[src/rtl/uart_rx_fsm_if.sv]
// Signal bundle between the UART receive sequencer and its datapath
// neighbours: the serial line, the edge/bit counter, the sampler and
// deserializer, and the start/parity/stop checkers.
interface uart_rx_fsm_if #(
  parameter int CNT_WIDTH = 6
);
  // Line and frame configuration
  logic                 rx_in_fsm;
  logic                 par_en_fsm;
  logic [CNT_WIDTH-1:0] prescale_fsm;
  // Counter position
  logic [CNT_WIDTH-1:0] edge_cnt_fsm;
  logic [CNT_WIDTH-1:0] bit_cnt_fsm;
  // Checker results
  logic                 strt_glitch_fsm;
  logic                 par_err_fsm;
  logic                 stp_err_fsm;
  // Sequencer strobes and frame results
  logic                 edge_bit_en_fsm;
  logic                 dat_samp_en_fsm;
  logic                 deser_en_fsm;
  logic                 strt_chk_en_fsm;
  logic                 par_chk_en_fsm;
  logic                 stp_chk_en_fsm;
  logic                 data_valid_fsm;
  logic                 par_err_out_fsm;
  logic                 stp_err_out_fsm;

  // The sequencer itself
  modport slave (
    input  rx_in_fsm, par_en_fsm, prescale_fsm, edge_cnt_fsm, bit_cnt_fsm,
    input  strt_glitch_fsm, par_err_fsm, stp_err_fsm,
    output edge_bit_en_fsm, dat_samp_en_fsm, deser_en_fsm, strt_chk_en_fsm,
    output par_chk_en_fsm, stp_chk_en_fsm, data_valid_fsm, par_err_out_fsm,
    output stp_err_out_fsm
  );

  // The surrounding receiver datapath
  modport master (
    output rx_in_fsm, par_en_fsm, prescale_fsm, edge_cnt_fsm, bit_cnt_fsm,
    output strt_glitch_fsm, par_err_fsm, stp_err_fsm,
    input  edge_bit_en_fsm, dat_samp_en_fsm, deser_en_fsm, strt_chk_en_fsm,
    input  par_chk_en_fsm, stp_chk_en_fsm, data_valid_fsm, par_err_out_fsm,
    input  stp_err_out_fsm
  );
endinterface

[src/rtl/uart_rx_fsm.sv]
// UART receive frame sequencer. Detects the start bit, enables the external
// edge/bit counter, decodes the counter position into sampler, deserializer
// and checker strobes, and reports each completed frame with a single-cycle
// data_valid or error pulse.
module uart_rx_fsm #(
  parameter int DATA_WIDTH = 8,
  parameter int CNT_WIDTH  = 6
) (
  input  logic          CLK_FSM,
  input  logic          RST_FSM,
  uart_rx_fsm_if.slave  bus
);

  typedef enum logic [2:0] {
    IDLE   = 3'd0,
    START  = 3'd1,
    DATA   = 3'd2,
    PARITY = 3'd3,
    STOP   = 3'd4,
    DONE   = 3'd5
  } state_t;

  localparam logic [CNT_WIDTH-1:0] DATA_LAST = CNT_WIDTH'(DATA_WIDTH);
  localparam logic [CNT_WIDTH-1:0] CNT_ONE   = CNT_WIDTH'(1);
  localparam logic [CNT_WIDTH-1:0] CNT_TWO   = CNT_WIDTH'(2);

  state_t               state_r;
  logic [CNT_WIDTH-1:0] prescale_r;    // P, frozen for the whole frame
  logic                 par_sticky_r;  // parity failure carried to DONE

  logic [CNT_WIDTH-1:0] half_s;
  logic                 last_edge_s;
  logic                 samp_win_s;
  logic                 chk_pt_s;

  logic edge_bit_en_s;
  logic dat_samp_en_s;
  logic deser_en_s;
  logic strt_chk_en_s;
  logic par_chk_en_s;
  logic stp_chk_en_s;
  logic data_valid_s;
  logic par_err_out_s;
  logic stp_err_out_s;

  // Position within the current bit, measured against the latched P
  always_comb begin
    half_s      = {1'b0, prescale_r[CNT_WIDTH-1:1]};
    last_edge_s = (bus.edge_cnt_fsm == (prescale_r - CNT_ONE));
    samp_win_s  = (bus.edge_cnt_fsm == (half_s - CNT_TWO)) ||
                  (bus.edge_cnt_fsm == (half_s - CNT_ONE)) ||
                  (bus.edge_cnt_fsm == half_s);
    chk_pt_s    = (bus.edge_cnt_fsm == (half_s + CNT_ONE));
  end

  // Frame state machine, latched prescale and sticky parity flag
  always_ff @(posedge CLK_FSM) begin
    if (!RST_FSM) begin
      state_r      <= IDLE;
      prescale_r   <= '0;
      par_sticky_r <= 1'b0;
    end else begin
      case (state_r)
        IDLE: begin
          if (!bus.rx_in_fsm) begin
            state_r      <= START;
            prescale_r   <= bus.prescale_fsm;
            par_sticky_r <= 1'b0;
          end
        end
        START: begin
          // A glitch can only abort once the whole start bit has elapsed
          if (last_edge_s) begin
            state_r <= bus.strt_glitch_fsm ? IDLE : DATA;
          end
        end
        DATA: begin
          // >= rather than == so a counter that overshoots cannot strand us
          if (last_edge_s && (bus.bit_cnt_fsm >= DATA_LAST)) begin
            state_r <= bus.par_en_fsm ? PARITY : STOP;
          end
        end
        PARITY: begin
          // Parity failure does not abort; it is reported with the stop result
          if (last_edge_s) begin
            state_r      <= STOP;
            par_sticky_r <= par_sticky_r | bus.par_err_fsm;
          end
        end
        STOP: begin
          if (last_edge_s) begin
            state_r <= DONE;
          end
        end
        DONE: begin
          // Line already low: the next start bit follows without an idle gap
          if (!bus.rx_in_fsm) begin
            state_r      <= START;
            prescale_r   <= bus.prescale_fsm;
            par_sticky_r <= 1'b0;
          end else begin
            state_r <= IDLE;
          end
        end
        default: begin
          state_r      <= IDLE;
          par_sticky_r <= 1'b0;
        end
      endcase
    end
  end

  // Strobe and result decode; combinational so each strobe coincides with
  // the counter value it refers to
  always_comb begin
    edge_bit_en_s = 1'b0;
    dat_samp_en_s = 1'b0;
    deser_en_s    = 1'b0;
    strt_chk_en_s = 1'b0;
    par_chk_en_s  = 1'b0;
    stp_chk_en_s  = 1'b0;
    data_valid_s  = 1'b0;
    par_err_out_s = 1'b0;
    stp_err_out_s = 1'b0;
    case (state_r)
      IDLE: begin
        edge_bit_en_s = 1'b0;
      end
      START: begin
        edge_bit_en_s = 1'b1;
        dat_samp_en_s = samp_win_s;
        strt_chk_en_s = chk_pt_s;
      end
      DATA: begin
        edge_bit_en_s = 1'b1;
        dat_samp_en_s = samp_win_s;
        deser_en_s    = chk_pt_s;
      end
      PARITY: begin
        edge_bit_en_s = 1'b1;
        dat_samp_en_s = samp_win_s;
        par_chk_en_s  = chk_pt_s;
      end
      STOP: begin
        edge_bit_en_s = 1'b1;
        dat_samp_en_s = samp_win_s;
        stp_chk_en_s  = chk_pt_s;
      end
      DONE: begin
        data_valid_s  = ~par_sticky_r & ~bus.stp_err_fsm;
        par_err_out_s = par_sticky_r;
        stp_err_out_s = bus.stp_err_fsm;
      end
      default: begin
        edge_bit_en_s = 1'b0;
      end
    endcase
  end

  assign bus.edge_bit_en_fsm = edge_bit_en_s;
  assign bus.dat_samp_en_fsm = dat_samp_en_s;
  assign bus.deser_en_fsm    = deser_en_s;
  assign bus.strt_chk_en_fsm = strt_chk_en_s;
  assign bus.par_chk_en_fsm  = par_chk_en_s;
  assign bus.stp_chk_en_fsm  = stp_chk_en_s;
  assign bus.data_valid_fsm  = data_valid_s;
  assign bus.par_err_out_fsm = par_err_out_s;
  assign bus.stp_err_out_fsm = stp_err_out_s;

endmodule

[src/flat_wrapper.sv]
// flat-port wrapper written by rule: the top's interface ports become plain ports
module uart_rx_fsm_flat 
#(
  parameter int DATA_WIDTH = 8,
  parameter int CNT_WIDTH  = 6
)
  (CLK_FSM, RST_FSM, bus_rx_in_fsm, bus_par_en_fsm, bus_prescale_fsm, bus_edge_cnt_fsm, bus_bit_cnt_fsm, bus_strt_glitch_fsm, bus_par_err_fsm, bus_stp_err_fsm, bus_edge_bit_en_fsm, bus_dat_samp_en_fsm, bus_deser_en_fsm, bus_strt_chk_en_fsm, bus_par_chk_en_fsm, bus_stp_chk_en_fsm, bus_data_valid_fsm, bus_par_err_out_fsm, bus_stp_err_out_fsm);
  uart_rx_fsm_if #(.CNT_WIDTH(CNT_WIDTH)) bus_i ();
  input  logic CLK_FSM;
  input  logic RST_FSM;
  input wire logic [$bits(bus_i.rx_in_fsm)-1:0] bus_rx_in_fsm;
  input wire logic [$bits(bus_i.par_en_fsm)-1:0] bus_par_en_fsm;
  input wire logic [$bits(bus_i.prescale_fsm)-1:0] bus_prescale_fsm;
  input wire logic [$bits(bus_i.edge_cnt_fsm)-1:0] bus_edge_cnt_fsm;
  input wire logic [$bits(bus_i.bit_cnt_fsm)-1:0] bus_bit_cnt_fsm;
  input wire logic [$bits(bus_i.strt_glitch_fsm)-1:0] bus_strt_glitch_fsm;
  input wire logic [$bits(bus_i.par_err_fsm)-1:0] bus_par_err_fsm;
  input wire logic [$bits(bus_i.stp_err_fsm)-1:0] bus_stp_err_fsm;
  output wire logic [$bits(bus_i.edge_bit_en_fsm)-1:0] bus_edge_bit_en_fsm;
  output wire logic [$bits(bus_i.dat_samp_en_fsm)-1:0] bus_dat_samp_en_fsm;
  output wire logic [$bits(bus_i.deser_en_fsm)-1:0] bus_deser_en_fsm;
  output wire logic [$bits(bus_i.strt_chk_en_fsm)-1:0] bus_strt_chk_en_fsm;
  output wire logic [$bits(bus_i.par_chk_en_fsm)-1:0] bus_par_chk_en_fsm;
  output wire logic [$bits(bus_i.stp_chk_en_fsm)-1:0] bus_stp_chk_en_fsm;
  output wire logic [$bits(bus_i.data_valid_fsm)-1:0] bus_data_valid_fsm;
  output wire logic [$bits(bus_i.par_err_out_fsm)-1:0] bus_par_err_out_fsm;
  output wire logic [$bits(bus_i.stp_err_out_fsm)-1:0] bus_stp_err_out_fsm;
  assign bus_i.rx_in_fsm = bus_rx_in_fsm;
  assign bus_i.par_en_fsm = bus_par_en_fsm;
  assign bus_i.prescale_fsm = bus_prescale_fsm;
  assign bus_i.edge_cnt_fsm = bus_edge_cnt_fsm;
  assign bus_i.bit_cnt_fsm = bus_bit_cnt_fsm;
  assign bus_i.strt_glitch_fsm = bus_strt_glitch_fsm;
  assign bus_i.par_err_fsm = bus_par_err_fsm;
  assign bus_i.stp_err_fsm = bus_stp_err_fsm;
  assign bus_edge_bit_en_fsm = bus_i.edge_bit_en_fsm;
  assign bus_dat_samp_en_fsm = bus_i.dat_samp_en_fsm;
  assign bus_deser_en_fsm = bus_i.deser_en_fsm;
  assign bus_strt_chk_en_fsm = bus_i.strt_chk_en_fsm;
  assign bus_par_chk_en_fsm = bus_i.par_chk_en_fsm;
  assign bus_stp_chk_en_fsm = bus_i.stp_chk_en_fsm;
  assign bus_data_valid_fsm = bus_i.data_valid_fsm;
  assign bus_par_err_out_fsm = bus_i.par_err_out_fsm;
  assign bus_stp_err_out_fsm = bus_i.stp_err_out_fsm;
  uart_rx_fsm #(.DATA_WIDTH(DATA_WIDTH), .CNT_WIDTH(CNT_WIDTH)) u_core (.CLK_FSM(CLK_FSM), .RST_FSM(RST_FSM), .bus(bus_i));
endmodule
[config.mk]
export PLATFORM = sky130hd
export DESIGN_NAME = uart_rx_fsm_flat
export DESIGN_NICKNAME = d
export VERILOG_FILES = /design/src/rtl/uart_rx_fsm_if.sv /design/src/rtl/uart_rx_fsm.sv /design/src/flat_wrapper.sv
export SDC_FILE = /design/constraint.sdc
export NUM_CORES = 1
export LEC_CHECK = 0
export CORE_MARGIN = 5
export CORE_UTILIZATION = 25
export CTS_CLUSTER_DIAMETER = 150
export DETAILED_ROUTE_END_ITERATION = 12
export PLACE_DENSITY = 0.57
export RECOVER_POWER = 25
export SETUP_SLACK_MARGIN = 0.3
export SYNTH_ARGS = -nofsm -noshare
export SYNTH_HDL_FRONTEND = slang
export SYNTH_SLANG_ARGS = --single-unit
[constraint.sdc]
create_clock -name CLK_FSM -period 2.1 [get_ports CLK_FSM]
set_input_delay 0.42 -clock CLK_FSM [delete_from_list [all_inputs] [get_ports CLK_FSM]]
set_output_delay 0.42 -clock CLK_FSM [all_outputs]
set_load 0.05 [all_outputs]
# Word level (Yosys, flattened, before mapping)
# Cells that the tools add are included.
[totals] register_bits=10 inputBits=25 output_inout_bits=9 word_cells=61
[op_classes] add_sub_neg=4 order_cmp=1 n_eq_ne=16 mux=21 bitwise=6 n_reduce_logical=10
[op_table] op="6-bit == test" count=4
[op_table] op="3-bit 2-to-1 mux" count=6
[op_table] op="3-bit one-hot mux with 6 select lines" count=1
[op_table] op="1-bit 2-to-1 mux" count=12
[op_table] op="2-bit by 1-bit != test with 1-bit output (second input constant)" count=4
[op_table] op="5-bit by 1-bit adder with 6-bit output (second input constant)" count=1
[op_table] op="3-bit by 2-bit == test with 1-bit output (second input constant)" count=2
[op_table] op="3-bit == test (second input constant)" count=2
[op_table] op="6-bit by 5-bit == test with 1-bit output" count=1
[op_table] op="6-bit by 4-bit >= comparator with 1-bit output (second input constant)" count=1
[op_table] op="5-bit by 1-bit subtractor with 6-bit output (second input constant)" count=1
[op_table] op="5-bit by 2-bit subtractor with 6-bit output (second input constant)" count=1
[op_table] op="6-bit by 1-bit subtractor with 6-bit output (second input constant)" count=1
[op_table] op="5-bit AND reduction" count=1
[op_table] op="2-bit != test (second input constant)" count=2
[op_table] op="1-bit inverter" count=4
[op_table] op="4-bit OR reduction" count=1
[op_table] op="3-bit by 1-bit == test with 1-bit output (second input constant)" count=1
[op_table] op="3-bit zero test" count=1
[op_table] op="1-bit one-hot mux with 3 select lines" count=1
[op_table] op="3-bit AND reduction" count=1
[op_table] op="3-bit OR reduction" count=1
[op_table] op="1-bit logical OR" count=2
[op_table] op="2-bit 2-to-1 mux" count=1
[op_table] op="other kinds (5)" count=5

# Logic depth before layout (Yosys ltp)
[logic_depth] word_depth=5 mapped_depth=9 ltp_nobuf=7

# Worst setup path before layout
# OpenSTA, ideal clock, no wires.
[synth_path] path_type="flip-flop to output port" from="reg u_core.state_r[1]" to="out bus_dat_samp_en_fsm" arrival_time_ns=2.595 required_ns=1.680 path_slack_ns=-0.915 path_stages_with_launch=6 path_buffers=1 cell_sequence="dfxtp_1 > clkbuf_1 > nor2_1 > xnor2_1 > o211ai_1 > o2bb2ai_1"
[synth_between] elab_chain_cells=3 elab_cells_between_ends=6 cone_classes="eq/ne (4); mux (1); reduce/logical (1)"
[synth_lines] item="start: declaration" line="uart_rx_fsm.sv:27" source="state_t state_r;"
[synth_lines] item="start signal: assignment" line="uart_rx_fsm.sv:74" source="state_r <= bus.strt_glitch_fsm ? IDLE : DATA;"
[synth_lines] item="start signal: assignment" line="uart_rx_fsm.sv:80" source="state_r <= bus.par_en_fsm ? PARITY : STOP;"
[synth_lines] item="3-bit by 1-bit == test with 1-bit output, or another cell as far along" line="uart_rx_fsm.sv:125" source="case (state_r)"
[synth_lines] item="4-bit OR reduction (no line) (*)"
[synth_lines] item="1-bit 2-to-1 mux (*)" line="uart_rx_fsm.sv:125"
[synth_lines] item="end: declaration" line="flat_wrapper.sv:20" source="output wire logic [$bits(bus_i.dat_samp_en_fsm)-1:0] bus_dat_samp_en_fsm;"
# Mark *: on every way between the ends. The rest lies on a longest branch, timed or not.

# Final worst setup path
[layout_path] from="reg u_core.prescale_r[2]" to="out bus_par_chk_en_fsm"
[layout_between] elab_chain_cells=3
[layout_lines] item="start: declaration" line="uart_rx_fsm.sv:28" source="logic [CNT_WIDTH-1:0] prescale_r;"
[layout_lines] item="start signal: assignment" line="uart_rx_fsm.sv:67" source="prescale_r <= bus.prescale_fsm;"
[layout_lines] item="start signal: assignment" line="uart_rx_fsm.sv:99" source="prescale_r <= bus.prescale_fsm;"
[layout_lines] item="5-bit by 1-bit adder with 6-bit output" line="uart_rx_fsm.sv:53" source="chk_pt_s = (bus.edge_cnt_fsm == (half_s + CNT_ONE));"
[layout_lines] item="6-bit == test" line="uart_rx_fsm.sv:53"
[layout_lines] item="1-bit 2-to-1 mux" line="uart_rx_fsm.sv:125"
[layout_lines] item="end: declaration" line="flat_wrapper.sv:23" source="output wire logic [$bits(bus_i.par_chk_en_fsm)-1:0] bus_par_chk_en_fsm;"
# Every way passes these cells.

==> out/summary.txt <==
max frequency = 428 MHz
total track usage = 12.2%
share of flip-flops with an asynchronous set or reset = 0%
violated checks = setup timing
antenna violations before repair = 0
share of cells above drive strength 1 = 46.1%
clk_lat worst skew = 0.24 ns
reg2reg setup slack = 0.13 ns
Rows = 25
number of global-route vias before repair = 1,304
Seq/Total Area, Yosys = 16.6%
commonest register cell after synthesis = dfxtp_1
Post-Syn Instances = 156
Netlist cell types = 44
via count = 1,303
clk_skew = 0.00354 ns
setup ws final = -0.235 ns
initial DRC count = 53
Via density = 4.77
Post-Syn Area = 1210 sq um
commonest non-fill, non-tap cell in the layout = buf_4
Worst slew margin = 73.1%
CP Class = flip-flop to output pin
Static Leak = 0.885 nW
Syn. warnings = 0
register bit total from synthesis = 10
routed len/inst = 13.3 um
# setup viols final = 5
Slew Viols, Final = 0
crit share post-route = 111%
Non-Filler Instances = 273
r2r startpoint = u_core.prescale_r[2]
Starting Density = 25.7%
Clock Pin Slew Worst Setup and Hold Paths = 0.05 ns
Inserted Clock Buffers = 3
DP HPWL = 3020 um
status = complete, but fails checks
Synth area leader = dfxtp_1
Clock Sinks = 10
design area = 2310 sq um
Core Region = 4690 sq um
Residual DRC = 0
die height = 79.5 um
TritonCTS clock tree = built
R2R depth = 8
area delta synth->final = 91.6%
Ports = 34
most frequent cells in the layout = 34 x buf_4, 15 x clkdlybuf4s50_1, 10 x nor2b_1
cell area after placement = 2060 sq um
synth top area cells = dfxtp_1 17%, ha_1 7.3%, xnor2_1 7.3%
Yosys top cell area share = 16.6%
Pre-Repair DR Iteration Count = 4
CP Capture Type = output pin
CP required = 1.68 ns
Post-Place Setup Slack = -0.521 ns
# nets final = 252
CP startpoint = u_core.prescale_r[2]
post-route antenna net violation count = 0
Fill cells = 439
Arr. time, crit path = 1.91 ns
Least-Margin Pin Slew = 0.398 ns
EDFF count, synth = 0
RSZ-0062 raised after global routing = yes
RR Endpoint = u_core.par_sticky_r
GPL Wtd Cong = 0.840
Final min period = 2.33 ns
Fin. Hold Viols = 0
Die Footprint = 6320 sq um
total grt overflow = 0
crit path launch type = flip-flop
crit path capture = bus_par_chk_en_fsm
MaxCap Viol Count = 0
VDD IR max = 0.304 mV
Ant. Diodes = 0
post-synth net total = 188
CTS HTree Levels = 1
CTS Buffer Depth = 2
dpl cells = 265
PwrDens = 390 nW/um^2
largest net degree at the start of global routing = 12
final wirelength = 3640 um
first-pass GRT wire length = 6020 um
Root Buffer = clkbuf_8
Avg Inst Size Synth = 7.74 sq um
crit-path max FO = 5
number of port buffers = 30
Die W = 79.5 um
Worst Hold Class = flip-flop to flip-flop
power by group:
part | switching (mW) | internal, mW | total (mW)
clock | 0.0766 | 0.165 | 0.242
sequential | 0.0159 | 0.199 | 0.215
combinational | 0.210 | 0.235 | 0.445
total | 0.302 | 0.599 | 0.902
area by class of cell:
| type | count | area [sq um] | area share (%) |
|---|---|---|---|
| Clock buffer | 4 | 55.1 | 2.38 |
| Inverter | 9 | 40.0 | 1.73 |
| Multi-Input combinational cell | 128 | 1270 | 54.8 |
| Sequential cell | 10 | 210 | 9.09 |
| Tap cell | 54 | 67.6 | 2.92 |
| Timing Repair Buffer | 68 | 673 | 29.1 |
critical path, cell delays in order, from the launching register on:
cell     delay [ns]
dfxtp_4        0.39
inv_4          0.07
ha_4           0.29
xnor2_4        0.12
nor4b_4        0.26
o21ai_4        0.16
nor3_4         0.22
buf_12         0.16
registers in the layout (all words and copies together) (netlist names):
signal and count:
u_core.prescale_r 6, u_core.state_r 3, u_core.par_sticky_r 1
timing repair:
action | CTS | global route
setup buffers | 4 | 0
pin swaps | 21 | 11
endpoints found under the hold margin | 0 | 0
hold buffers | 0 | 0
gates cloned | 0 | 0
setup endpoints to repair | 18 | 16
resized for setup | 34 | 10
synth_stat cells, drive strengths merged, types with 3 or more instances:
| master | count |
|---|---|
| a21oi | 4 |
| a31oi | 5 |
| mux2i | 7 |
| ha | 7 |
| clkbuf | 9 |
| xor2 | 8 |
| nor3 | 5 |
| nand3 | 9 |
| o21ai | 8 |
| nor2b | 12 |
| nor2 | 12 |
| dfxtp | 10 |
| nand2 | 10 |
| xnor2 | 10 |
| o211ai | 3 |
| inv | 9 |
| nand2b | 4 |
worst min path at each step:
| stage | endpoint | slack (ns) | cells past startpoint | from |
|---|---|---|---|---|
| finish | u_core.state_r[2] | 0.58 | 3 | u_core.state_r[0] |
| global route | u_core.state_r[2] | 0.64 | 3 | u_core.state_r[0] |
| CTS | u_core.state_r[2] | 0.59 | 3 | u_core.state_r[0] |
| detailed placement | u_core.state_r[2] | 0.58 | 3 | u_core.state_r[1] |
| global placement | u_core.prescale_r[2] | 0.56 | 2 | u_core.prescale_r[2] |
| floorplan | u_core.par_sticky_r | 0.53 | 2 | u_core.state_r[0] |
cells by family after synthesis:
group | Yosys count | synth area share, %
flip-flops | 10 | 16.6
AND/OR/NAND/NOR | 61 | 28.7
buffers and inverters | 18 | 5.70
adder cells (fa/ha/maj) | 7 | 7.25
multiplexers | 7 | 5.80
AO/OA/AOI/OAI | 35 | 22.9
XOR/XNOR | 18 | 13.1
stage by stage:
stage,utilization [%],power (mW),TNS (ns),hold slack (ns)
global placement,43.9,0.610,-3.08,0.559
CTS,48.5,0.899,-1.08,0.594
finish,49.3,0.902,-1.02,0.583
detailed placement,43.9,0.614,-3.07,0.578
global route,49.3,0.958,-1.46,0.640
floorplan,-,0.458,-0.286,0.532
routing by layer:
layer	GRT usage (%)	vias to the layer above	wire length (um)
li1	-	677	-
met3	1.69	5	106
met2	19.8	16	1760
met1	16.0	605	1710
met5	0	-	0
met4	5.67	0	63
Power figures use the tool's default switching activity.
